### src/rtl/sram_arb_pkg.sv
// Shared definitions for the IF/MEM SRAM port arbiter: FSM state codes,
// access owner encoding and internal counter widths.
package sram_arb_pkg;

    // Width of the read-latency down-counter (RD_LAT up to 7).
    localparam int LAT_W    = 3;
    // Width of the consecutive-data-grant counter (MAX_DSTREAK up to 15).
    localparam int STREAK_W = 4;

    // Arbiter FSM state codes.
    localparam logic [1:0] ST_IDLE  = 2'd0;
    localparam logic [1:0] ST_ISSUE = 2'd1;
    localparam logic [1:0] ST_WAIT  = 2'd2;
    localparam logic [1:0] ST_RESP  = 2'd3;

    // Which requester owns the access currently in flight.
    typedef enum logic {
        OWN_I = 1'b0,
        OWN_D = 1'b1
    } owner_t;

endpackage

### src/rtl/sram_arb_grant.sv
// Grant selection between fetch and data requesters. Data normally wins,
// but after MAX_DSTREAK consecutive data grants with a fetch waiting the
// fetch is let through so the IF stage cannot starve.
module sram_arb_grant
    import sram_arb_pkg::*;
#(
    parameter int MAX_DSTREAK = 3
) (
    input  logic   cpu_clk_50M,
    input  logic   cpu_rst,
    input  logic   i_req,
    input  logic   d_req,
    input  logic   grant_en,
    output owner_t owner,
    output logic   grant_valid
);

    localparam logic [STREAK_W-1:0] STREAK_MAX = STREAK_W'(MAX_DSTREAK);

    logic [STREAK_W-1:0] streak_reg;
    logic                d_win;

    // Combinational winner for the current IDLE cycle.
    always_comb begin
        d_win       = d_req & (~i_req | (streak_reg < STREAK_MAX));
        owner       = d_win ? OWN_D : OWN_I;
        grant_valid = i_req | d_req;
    end

    // Count data grants that bypassed a waiting fetch; any other grant restarts the streak.
    always_ff @(posedge cpu_clk_50M or posedge cpu_rst) begin
        if (cpu_rst) begin
            streak_reg <= '0;
        end else if (grant_en && grant_valid) begin
            if (d_win && i_req) begin
                if (streak_reg != STREAK_MAX) begin
                    streak_reg <= streak_reg + STREAK_W'(1);
                end
            end else begin
                streak_reg <= '0;
            end
        end
    end

endmodule

### src/rtl/sram_port_arbiter.sv
// Shares one synchronous SRAM port between the IF-stage fetch requester and
// the MEM-stage data requester. Each access runs IDLE -> ISSUE -> (WAIT) ->
// RESP; reads return data with a one-cycle valid pulse, and an exception
// flush cancels the response of an in-flight fetch.
module sram_port_arbiter
    import sram_arb_pkg::*;
#(
    parameter int RD_LAT      = 1,
    parameter int MAX_DSTREAK = 3
) (
    input  logic        cpu_clk_50M,
    input  logic        cpu_rst,
    input  logic        flush,
    input  logic        i_req,
    input  logic [31:0] i_addr,
    output logic [31:0] i_rdata,
    output logic        i_valid,
    output logic        i_stall,
    input  logic        d_req,
    input  logic [3:0]  d_we,
    input  logic [31:0] d_addr,
    input  logic [31:0] d_wdata,
    output logic [31:0] d_rdata,
    output logic        d_valid,
    output logic        d_stall,
    output logic        s_ce,
    output logic [3:0]  s_we,
    output logic [31:0] s_addr,
    output logic [31:0] s_wdata,
    input  logic [31:0] s_rdata
);

    localparam logic [LAT_W-1:0] LAT_INIT = LAT_W'(RD_LAT - 1);

    logic [1:0]       state_reg;
    owner_t           owner_reg;
    logic [LAT_W-1:0] lat_reg;
    logic             kill_reg;
    logic [3:0]       s_we_reg;
    logic [31:0]      s_addr_reg;
    logic [31:0]      s_wdata_reg;
    logic [31:0]      i_rdata_reg;
    logic [31:0]      d_rdata_reg;

    owner_t           grant_owner;
    logic             grant_valid;
    logic             in_idle;

    assign in_idle = (state_reg == ST_IDLE);

    sram_arb_grant #(
        .MAX_DSTREAK (MAX_DSTREAK)
    ) u_grant (
        .cpu_clk_50M (cpu_clk_50M),
        .cpu_rst     (cpu_rst),
        .i_req       (i_req),
        .d_req       (d_req),
        .grant_en    (in_idle),
        .owner       (grant_owner),
        .grant_valid (grant_valid)
    );

    // Access sequencer: a nonzero captured write mask means a write, which skips WAIT.
    always_ff @(posedge cpu_clk_50M or posedge cpu_rst) begin
        if (cpu_rst) begin
            state_reg <= ST_IDLE;
            owner_reg <= OWN_I;
            lat_reg   <= '0;
        end else begin
            case (state_reg)
                ST_IDLE: begin
                    if (grant_valid) begin
                        owner_reg <= grant_owner;
                        state_reg <= ST_ISSUE;
                    end
                end
                ST_ISSUE: begin
                    if (s_we_reg != 4'd0) begin
                        state_reg <= ST_RESP;
                    end else begin
                        state_reg <= ST_WAIT;
                        lat_reg   <= LAT_INIT;
                    end
                end
                ST_WAIT: begin
                    if (lat_reg == '0) begin
                        state_reg <= ST_RESP;
                    end else begin
                        lat_reg <= lat_reg - LAT_W'(1);
                    end
                end
                ST_RESP: begin
                    state_reg <= ST_IDLE;
                end
                default: begin
                    state_reg <= ST_IDLE;
                end
            endcase
        end
    end

    // SRAM command registers, loaded on grant so they are stable for the whole ISSUE cycle.
    always_ff @(posedge cpu_clk_50M or posedge cpu_rst) begin
        if (cpu_rst) begin
            s_we_reg    <= '0;
            s_addr_reg  <= '0;
            s_wdata_reg <= '0;
        end else if (in_idle && grant_valid) begin
            if (grant_owner == OWN_D) begin
                s_addr_reg  <= d_addr;
                s_we_reg    <= d_we;
                s_wdata_reg <= d_wdata;
            end else begin
                s_addr_reg  <= i_addr;
                s_we_reg    <= 4'd0;
            end
        end else begin
            s_we_reg <= 4'd0;
        end
    end

    // Capture read data on the last WAIT cycle; a killed fetch leaves i_rdata untouched.
    always_ff @(posedge cpu_clk_50M or posedge cpu_rst) begin
        if (cpu_rst) begin
            i_rdata_reg <= '0;
            d_rdata_reg <= '0;
        end else if (state_reg == ST_WAIT && lat_reg == '0) begin
            if (owner_reg == OWN_D) begin
                d_rdata_reg <= s_rdata;
            end else if (!kill_reg && !flush) begin
                i_rdata_reg <= s_rdata;
            end
        end
    end

    // Remember a flush that hit an in-flight fetch until the arbiter is idle again.
    always_ff @(posedge cpu_clk_50M or posedge cpu_rst) begin
        if (cpu_rst) begin
            kill_reg <= 1'b0;
        end else if (in_idle) begin
            kill_reg <= 1'b0;
        end else if (owner_reg == OWN_I && flush) begin
            kill_reg <= 1'b1;
        end
    end

    // Output decode; a flush arriving in RESP itself also suppresses the fetch pulse.
    always_comb begin
        s_ce    = (state_reg == ST_ISSUE);
        s_we    = s_we_reg;
        s_addr  = s_addr_reg;
        s_wdata = s_wdata_reg;
        i_rdata = i_rdata_reg;
        d_rdata = d_rdata_reg;
        i_valid = (state_reg == ST_RESP) && (owner_reg == OWN_I) && !kill_reg && !flush;
        d_valid = (state_reg == ST_RESP) && (owner_reg == OWN_D);
        i_stall = i_req & ~i_valid;
        d_stall = d_req & ~d_valid;
    end

    // A granted request must stay up until completion; only a killed fetch may be withdrawn.
    hold_req_a: assert property (@(posedge cpu_clk_50M) disable iff (cpu_rst)
        (state_reg != ST_IDLE) |->
            ((owner_reg == OWN_D) ? d_req : (i_req | kill_reg | flush)));

endmodule

### config.mk
export PLATFORM = sky130hd
export DESIGN_NAME = sram_port_arbiter
export DESIGN_NICKNAME = d
export VERILOG_FILES = /design/src/rtl/sram_arb_pkg.sv /design/src/rtl/sram_arb_grant.sv /design/src/rtl/sram_port_arbiter.sv
export SDC_FILE = /design/constraint.sdc
export NUM_CORES = 1
export LEC_CHECK = 0
export ABC_AREA = 1
export CORE_MARGIN = 5
export CORE_UTILIZATION = 42
export DETAILED_ROUTE_END_ITERATION = 8
export DONT_BUFFER_PORTS = 1
export MAX_ROUTING_LAYER = met4
export PLACE_DENSITY = 0.6
export SYNTH_ARGS = -nofsm -noshare
export SYNTH_HDL_FRONTEND = slang
export SYNTH_HIERARCHICAL = 1
export SYNTH_SLANG_ARGS = --single-unit
### constraint.sdc
create_clock -name cpu_clk_50M -period 8.79 [get_ports cpu_clk_50M]
set_input_delay 1.3185 -clock cpu_clk_50M [delete_from_list [all_inputs] [get_ports cpu_clk_50M]]
set_output_delay 1.3185 -clock cpu_clk_50M [all_outputs]
set_load 0.05 [all_outputs]
==> results_dict.tcl, run 1 <==
set metrics [dict create \
    start_util 0.427 \
    core_um2 13800 \
    routabilityCongestion 0.856 \
    fmax_mhz 248 \
    fin_crit_sh 0.459 \
    rr_startpoint "state_reg[0]" \
    yosysWarningCount 6 \
    vias_per_cell 5.26 \
    slowest_delay_ns 0.74 \
    cp_slowest_cell "nor2_1" \
    drt-initial-drc-count 257 \
    ys_ff_latch 143 \
    ys_types 23 \
    die_y_um 129 \
    cp-start-kind "input port" \
    routed_wl_um 15500 \
    finalMaxSlewViolations 0 \
    synthAdderAreaFrac 0.0148 \
    cts-root-buf "clkbuf_16" \
    cp-end-kind "output pin" \
    syn_to_final_growth_pct 11.4 \
    yosys.area_share.simple 0.195 \
    arrival_ns 2.72 \
    grt_pass1_vias 4479 \
    rsz0062_at_grt "false" \
    grt_max_degree 80 \
    synth_common_cells "nand2_1, dfrtp_1, a21oi_1, inv_1, o21ai_0" \
    grt_first_pass_wirelength_um 23800 \
    finClkSkew_ns 0.00781 \
    status "complete, no violations" \
    cp_max_fo 3 \
    synthCells 662 \
    place_hpwl_um 11000 \
    die_w_um 129 \
    wl_per_cell_um 18.4 \
    post_cts_resized 0 \
    syn_area_um2 5900 \
    boundaryPins 274 \
    drive_above_1_share 0.0652 \
    setup_viol 0 \
    nets 791 \
    reg2reg_to "s_wdata[6]" \
    track_usage 0.191 \
    fp-row-count 43 \
    grt-ovfl-total 0 \
    clk_path_buf_depth 2 \
    ctsHtreeMaxLevel 4 \
    synth_compound_area_frac 0.113 \
    max_slew_margin 0.243 \
    async_reset_ff_frac 1.00 \
    port_buffers 0 \
    synth_top_family_by_area "simple AND/OR/NAND/NOR gates" \
    worst_pin_slew_ns 1.13 \
    yosys.area.top_type "dfrtp_1" \
    hp-class "register to register" \
    critPathRequiredTime_ns 7.47 \
    dieArea_um2 16500 \
    worstSetupPathType "input port to output pin" \
    yosys-mux-area-fraction 0 \
    fin_tns_setup_ns 0 \
    whs_endpoint "lat_reg[2]" \
    ff2ff_setup_slack_ns 4.91 \
    ys.flop_type "dfrtp_1" \
    antennaDiodeCount 0 \
    antenna_left 0 \
    synth_area_leaders "dfrtp_1, nand2_1, a21oi_1" \
    synth-xor-area-share 0 \
    vias 4421 \
    period_needed_ns 4.04 \
    synth_nets 806 \
    report.final.hold_viol_count 0 \
    holdBufCountCts 0 \
    drc 0 \
    yosys.area.top_type_share 0.607 \
    yosysSeqAreaShare 0.607 \
    cpMostUsedCell "nor2_1" \
    path_clk_slew_ns 0.05 \
    max_cap_violations 0 \
    synth.most_common_cell "nand2_1" \
    cts_tree "built" \
    avgSynthCellArea_um2 8.91 \
    holdPathStages 2 \
    numCtsBuffers 17 \
    insertion_delay_ns 0.41 \
    worstHoldStart "lat_reg[2]" \
    clock_sinks 143 \
    post_cts_buffers 0 \
    firstDrtPassIters 4 \
    synth_edf_count 0 \
    reg2reg_depth 7 \
    cp_cell_sequence "nor2_2 -> nand2_1 -> nor2_1 -> nor2_1" \
    antenna_found_initial 0 \
]
-- layer usage --
metal  up-vias  track usage  routed length [µm]
met5         -            -                   0
met4         0       0.0883                 518
met3        39       0.0672                1240
met2       178        0.302                7660
met1      2126        0.217                6040
li1       2078            -                   -
-- critical path: cells and delay by family --
family,cells,cell delay [ns]
simple gates,4,1.40
-- logic make-up after synthesis --
family / count (synthesis)
adders and majority gates: 7
buffers and inverters: 94
AOI/OAI and AO/OA: 133
DFF: 143
and+or+nand+nor: 285
-- how the worst max path moves through the flow --
stage,start,endpoint,cells after the start
floorplan,cpu_rst,d_rdata[0],1
global placement,d_req,s_wdata[11],7
detailed placement,d_req,s_wdata[3],7
CTS,flush,i_stall,4
global route,d_req,s_wdata[10],7
finish,flush,i_stall,4
-- cell usage in the layout (no fill, tap or decap), types with 3 or more instances in the layout --
cell type | Yosys | layout
a21oi_1 | 65 | 64
bufinv_16 | 0 | 3
clkbuf_1 | 14 | 4
clkbuf_16 | 0 | 17
clkbuf_8 | 0 | 3
dfrtp_1 | 143 | 143
ha_1 | 7 | 7
inv_1 | 53 | 52
inv_2 | 4 | 4
nand2_1 | 190 | 190
nand3_1 | 36 | 36
nor2_1 | 50 | 50
o21ai_0 | 52 | 52
o21ai_1 | 16 | 16
-- through the flow --
step / util / area, µm² / setup WS, ns / instances / hold WS (ns)
after global routing: 0.475 / 6570 / 4.53 / 840 / 0.507
after detailed placement: 0.431 / 5960 / 4.38 / 808 / 0.467
after CTS: 0.475 / 6570 / 4.75 / 840 / 0.480
after global placement: 0.431 / 5960 / 4.49 / 808 / 0.456
final: 0.475 / 6570 / 4.75 / 840 / 0.480
after floorplan: - / 5900 / 3.75 / 662 / 0.442
-- cell type report --
| type | count | area [µm²] |
|---|---|---|
| clock buffers | 24 | 482 |
| clock inverters | 8 | 129 |
| fillers | 1294 | 7260 |
| inverters | 58 | 224 |
| multi-input cells | 425 | 1920 |
| flip-flops and latches | 143 | 3580 |
| well taps | 180 | 225 |
| repair buffers | 2 | 15.0 |
Power of run 1 is not shown: default switching activity piles up to over one toggle a cycle in this logic, so the estimate is an artifact.
==> run 2: changes to the inputs <==
==> constraint.sdc (replaced) <==
create_clock -name cpu_clk_50M -period 4.04 [get_ports cpu_clk_50M]
set_input_delay 0.606 -clock cpu_clk_50M [delete_from_list [all_inputs] [get_ports cpu_clk_50M]]
set_output_delay 0.606 -clock cpu_clk_50M [all_outputs]
set_load 0.05 [all_outputs]
==> results_dict.tcl, run 2 (synthesis results as in run 1) <==
set metrics [dict create \
    drt-initial-drc-count 349 \
    grt-ovfl-total 0 \
    finalMaxSlewViolations 0 \
    die_w_um 129 \
    worstSetupPathType "register to register" \
    place_hpwl_um 11100 \
    die_y_um 129 \
    fmax_mhz 367 \
    grt_max_degree 75 \
    rr_startpoint "state_reg[0]" \
    dp_slack_ns 1.29 \
    regArea_um2 3580 \
    start_util 0.427 \
    max_cap_violations 0 \
    dieArea_um2 16500 \
    fin_crit_sh 0.674 \
    grt_pass1_vias 4496 \
    drc 0 \
    cp_max_fo 41 \
    grtUsageMet1 0.230 \
    cts-root-buf "clkbuf_16" \
    antenna_found_initial 0 \
    vias_per_cell 5.19 \
    max_slew_margin 0.252 \
    cp_slowest_cell "inv_2" \
    fin_tns_setup_ns 0 \
    syn_to_final_growth_pct 11.9 \
    core_um2 13800 \
    multi_input_area_um2 1920 \
    firstDrtPassIters 4 \
    antennaDiodeCount 0 \
    wl_per_cell_um 18.2 \
    hp-class "input port to asynchronous set/reset pin" \
    ff2ff_setup_slack_ns 1.32 \
    fp-row-count 43 \
    vias 4383 \
    fin_ws_ns 1.32 \
    insertion_delay_ns 0.41 \
    use_met3 0.0689 \
    nets 796 \
    arrival_ns 3.04 \
    routabilityCongestion 0.852 \
    rsz0062_at_grt "false" \
    report.final.hold_viol_count 0 \
    grt_use_met2 0.302 \
    finClkSkew_ns 0.0148 \
    setup_viol 0 \
    routed_wl_um 15400 \
    clock_sinks 143 \
    track_usage 0.193 \
    period_needed_ns 2.72 \
    antenna_left 0 \
    layout_common_cells "nand2_1, dfrtp_1, a21oi_1" \
    numCtsBuffers 17 \
    slowest_delay_ns 0.54 \
    cp-start-kind "register" \
    port_buffers 0 \
    cp-end-kind "register" \
    post_cts_buffers 0 \
    final_common_cell "nand2_1" \
    boundaryPins 274 \
    ctsHtreeMaxLevel 4 \
    reg2reg_depth 7 \
    clk_path_buf_depth 2 \
    cp_cell_sequence "inv_1 -> ha_1 -> nand2_2 -> inv_2 -> buf_4 -> nor2_1 -> a21oi_1" \
    status "complete, no violations" \
    grt_first_pass_wirelength_um 24300 \
    fillerInstances 1308 \
    path_clk_slew_ns 0.06 \
    cts_tree "built" \
    grt-busiest-layer "met2" \
    reg2reg_to "s_addr[28]" \
    worst_pin_slew_ns 1.12 \
    drive_above_1_share 0.0752 \
    critPathRequiredTime_ns 4.36 \
]
[run 2: cell count changes in the layout (fill, tap and decap cells not counted), sizes merged]
cell         before  now
clkbuf           24   20
buf               2    6
clkinv            4    7
bufinv            3    2
clkinvlp          1    3
dlygate4sd3       0    1
[run 2: cell type report]
type | count | share of cell area
sequential | 143 | 0.542
multi-input combinational | 425 | 0.290
clock buffer | 20 | 0.0692
tap | 180 | 0.0341
inverter | 58 | 0.0337
clock inverter | 12 | 0.0203
timing repair buffer | 7 | 0.0102
[run 2: repair_timing]
item	4_1_cts	5_1_grt
hold buffers	1	0
gates resized for setup	0	0
setup endpoints to repair	0	0
hold endpoints to repair	4	0
[run 2: routing by layer]
layer	up-vias	wire [µm]
met5	-	0
met4	0	384
met2	165	7880
met1	2101	5970
li1	2090	-
met3	27	1170
[run 2: worst max path at each step]
| stage | from | to | slack [ns] | cells past startpoint |
|---|---|---|---|---|
| after floorplan | flush | i_stall | 1.53 | 4 |
| after global placement | state_reg[0] | s_addr[21] | 1.42 | 7 |
| final | state_reg[0] | s_addr[28] | 1.32 | 7 |
| after CTS | state_reg[0] | d_stall | 1.29 | 4 |
| after global routing | state_reg[0] | s_addr[0] | 1.03 | 7 |
| after detailed placement | state_reg[0] | s_addr[2] | 1.29 | 7 |
[run 2: metrics by stage]
step	hold slack [ns]	cells	util	cell area [µm²]
after floorplan	0.372	662	-	5900
after global placement	0.385	812	0.434	6000
after detailed placement	0.390	812	0.434	6000
after CTS	0.286	845	0.477	6600
after global routing	0.290	845	0.477	6600
final	0.287	845	0.477	6600
[run 2: critical path, delay by kind of cell, from the launching register on]
| family | cells | cell delay [ns] |
|---|---|---|
| simple gates | 2 | 0.57 |
| buf+inv | 3 | 1.11 |
| flops | 1 | 0.42 |
| fa+ha+maj | 1 | 0.34 |
| compound gates | 1 | 0.16 |
Power of run 2 is left out for the same reason.
==> run 3: changes to the inputs <==
==> constraint.sdc (replaced) <==
create_clock -name cpu_clk_50M -period 2.7 [get_ports cpu_clk_50M]
set_input_delay 0.405 -clock cpu_clk_50M [delete_from_list [all_inputs] [get_ports cpu_clk_50M]]
set_output_delay 0.405 -clock cpu_clk_50M [all_outputs]
set_load 0.05 [all_outputs]
==> results_dict.tcl, run 3 (synthesis results as in run 1) <==
set metrics [dict create \
    cts-root-buf "clkbuf_16" \
    numCtsBuffers 17 \
    ctsHtreeMaxLevel 4 \
    grt_pass1_vias 4555 \
    grt-ovfl-total 0 \
    drt-initial-drc-count 292 \
    routabilityCongestion 0.861 \
    nets 802 \
    track_usage 0.197 \
    hp-class "input port to register" \
    layout_common_cells "nand2_1, dfrtp_1, a21oi_1" \
    dieArea_um2 16500 \
    arrival_ns 1.77 \
    max_slew_margin 0.333 \
    core_um2 13800 \
    critPathRequiredTime_ns 2.30 \
    die_y_um 129 \
    holdWs_ns 0.109 \
    worstSetupPathType "register to output pin" \
    drive_above_1_share 0.0849 \
    fp-row-count 43 \
    clk_path_buf_depth 2 \
    cts_tree "built" \
    max_cap_violations 0 \
    port_buffers 0 \
    start_util 0.427 \
    post_cts_buffers 0 \
    finalMaxSlewViolations 0 \
    setup_viol 0 \
    holdPathStages 2 \
    cp_max_fo 5 \
    drc 0 \
    die_w_um 129 \
    fmax_mhz 460 \
    firstDrtPassIters 4 \
    final_cells 851 \
    grt_first_pass_wirelength_um 24700 \
    worst_pin_slew_ns 0.999 \
    reg2reg_depth 7 \
    slowest_delay_ns 0.43 \
    fin_util 0.481 \
    multi_input_area_um2 1920 \
    routed_wl_um 15500 \
    post_cts_resized 0 \
    fillerInstances 1329 \
    path_clk_slew_ns 0.06 \
    antenna_found_initial 0 \
    boundaryPins 274 \
    place_hpwl_um 11200 \
    fin_tns_setup_ns 0 \
    vias 4374 \
    rsz0062_at_grt "false" \
    insertion_delay_ns 0.41 \
    vias_per_cell 5.14 \
    regArea_um2 3580 \
    period_needed_ns 2.17 \
    finClkSkew_ns 0.00570 \
    dpl.cell_count 818 \
    clock_sinks 143 \
    grt_max_degree 86 \
    antennaDiodeCount 0 \
    syn_to_final_growth_pct 12.9 \
    final_common_cell "nand2_1" \
    cp-start-kind "register" \
    antenna_left 0 \
    cp-end-kind "output pin" \
    fin_crit_sh 0.805 \
    report.final.hold_viol_count 0 \
    wl_per_cell_um 18.2 \
    cp_slowest_cell "dfrtp_1" \
    status "complete, no violations" \
    cp_cell_sequence "ha_1 -> nand2_1 -> inv_1 -> nor2_1 -> buf_4" \
    holdBufCountCts 1 \
]
[run 3: path summary, 6_finish.rpt]
check / start / to / slack, ns
min reg2reg: lat_reg[1] / lat_reg[1] / 0.47
max: state_reg[0] / d_stall / 0.53
min: d_we[2] / s_we[2] / 0.11
max reg2reg: state_reg[1] / s_addr[18] / 0.77
min in group asynchronous: cpu_rst / u_grant/streak_reg[3] / 0.40
max in group asynchronous: cpu_rst / s_wdata[13] / 1.66
[run 3: layout make-up]
| cell class | instances | share of cell area |
|---|---|---|
| clock buffer | 19 | 0.0680 |
| clock inverter | 13 | 0.0207 |
| inverter | 58 | 0.0335 |
| multi-input combinational | 425 | 0.288 |
| sequential | 143 | 0.537 |
| tap | 180 | 0.0338 |
| timing repair buffer | 13 | 0.0188 |
[run 3: layer usage]
metal / vias up / track usage / part of all wire
met5: - / - / 0
met4: 0 / 0.0760 / 0.022
met3: 25 / 0.0598 / 0.071
met2: 170 / 0.314 / 0.51
met1: 2082 / 0.237 / 0.40
li1: 2097 / - / -
[run 3: metrics by stage]
stage	instance area, µm²	setup slack [ns]
CTS	6660	0.500
global route	6660	0.420
floorplan	5900	0.560
global placement	6060	0.849
finish	6660	0.525
detailed placement	6060	0.781
[run 3: worst max-delay path: cells and delay by family (launching register included)]
| family | cells | cell delay [ns] |
|---|---|---|
| buffers and inverters | 2 | 0.43 |
| adders and majority gates | 1 | 0.25 |
| DFF | 1 | 0.43 |
| and+or+nand+nor | 2 | 0.25 |
Power of run 3 is left out for the same reason.
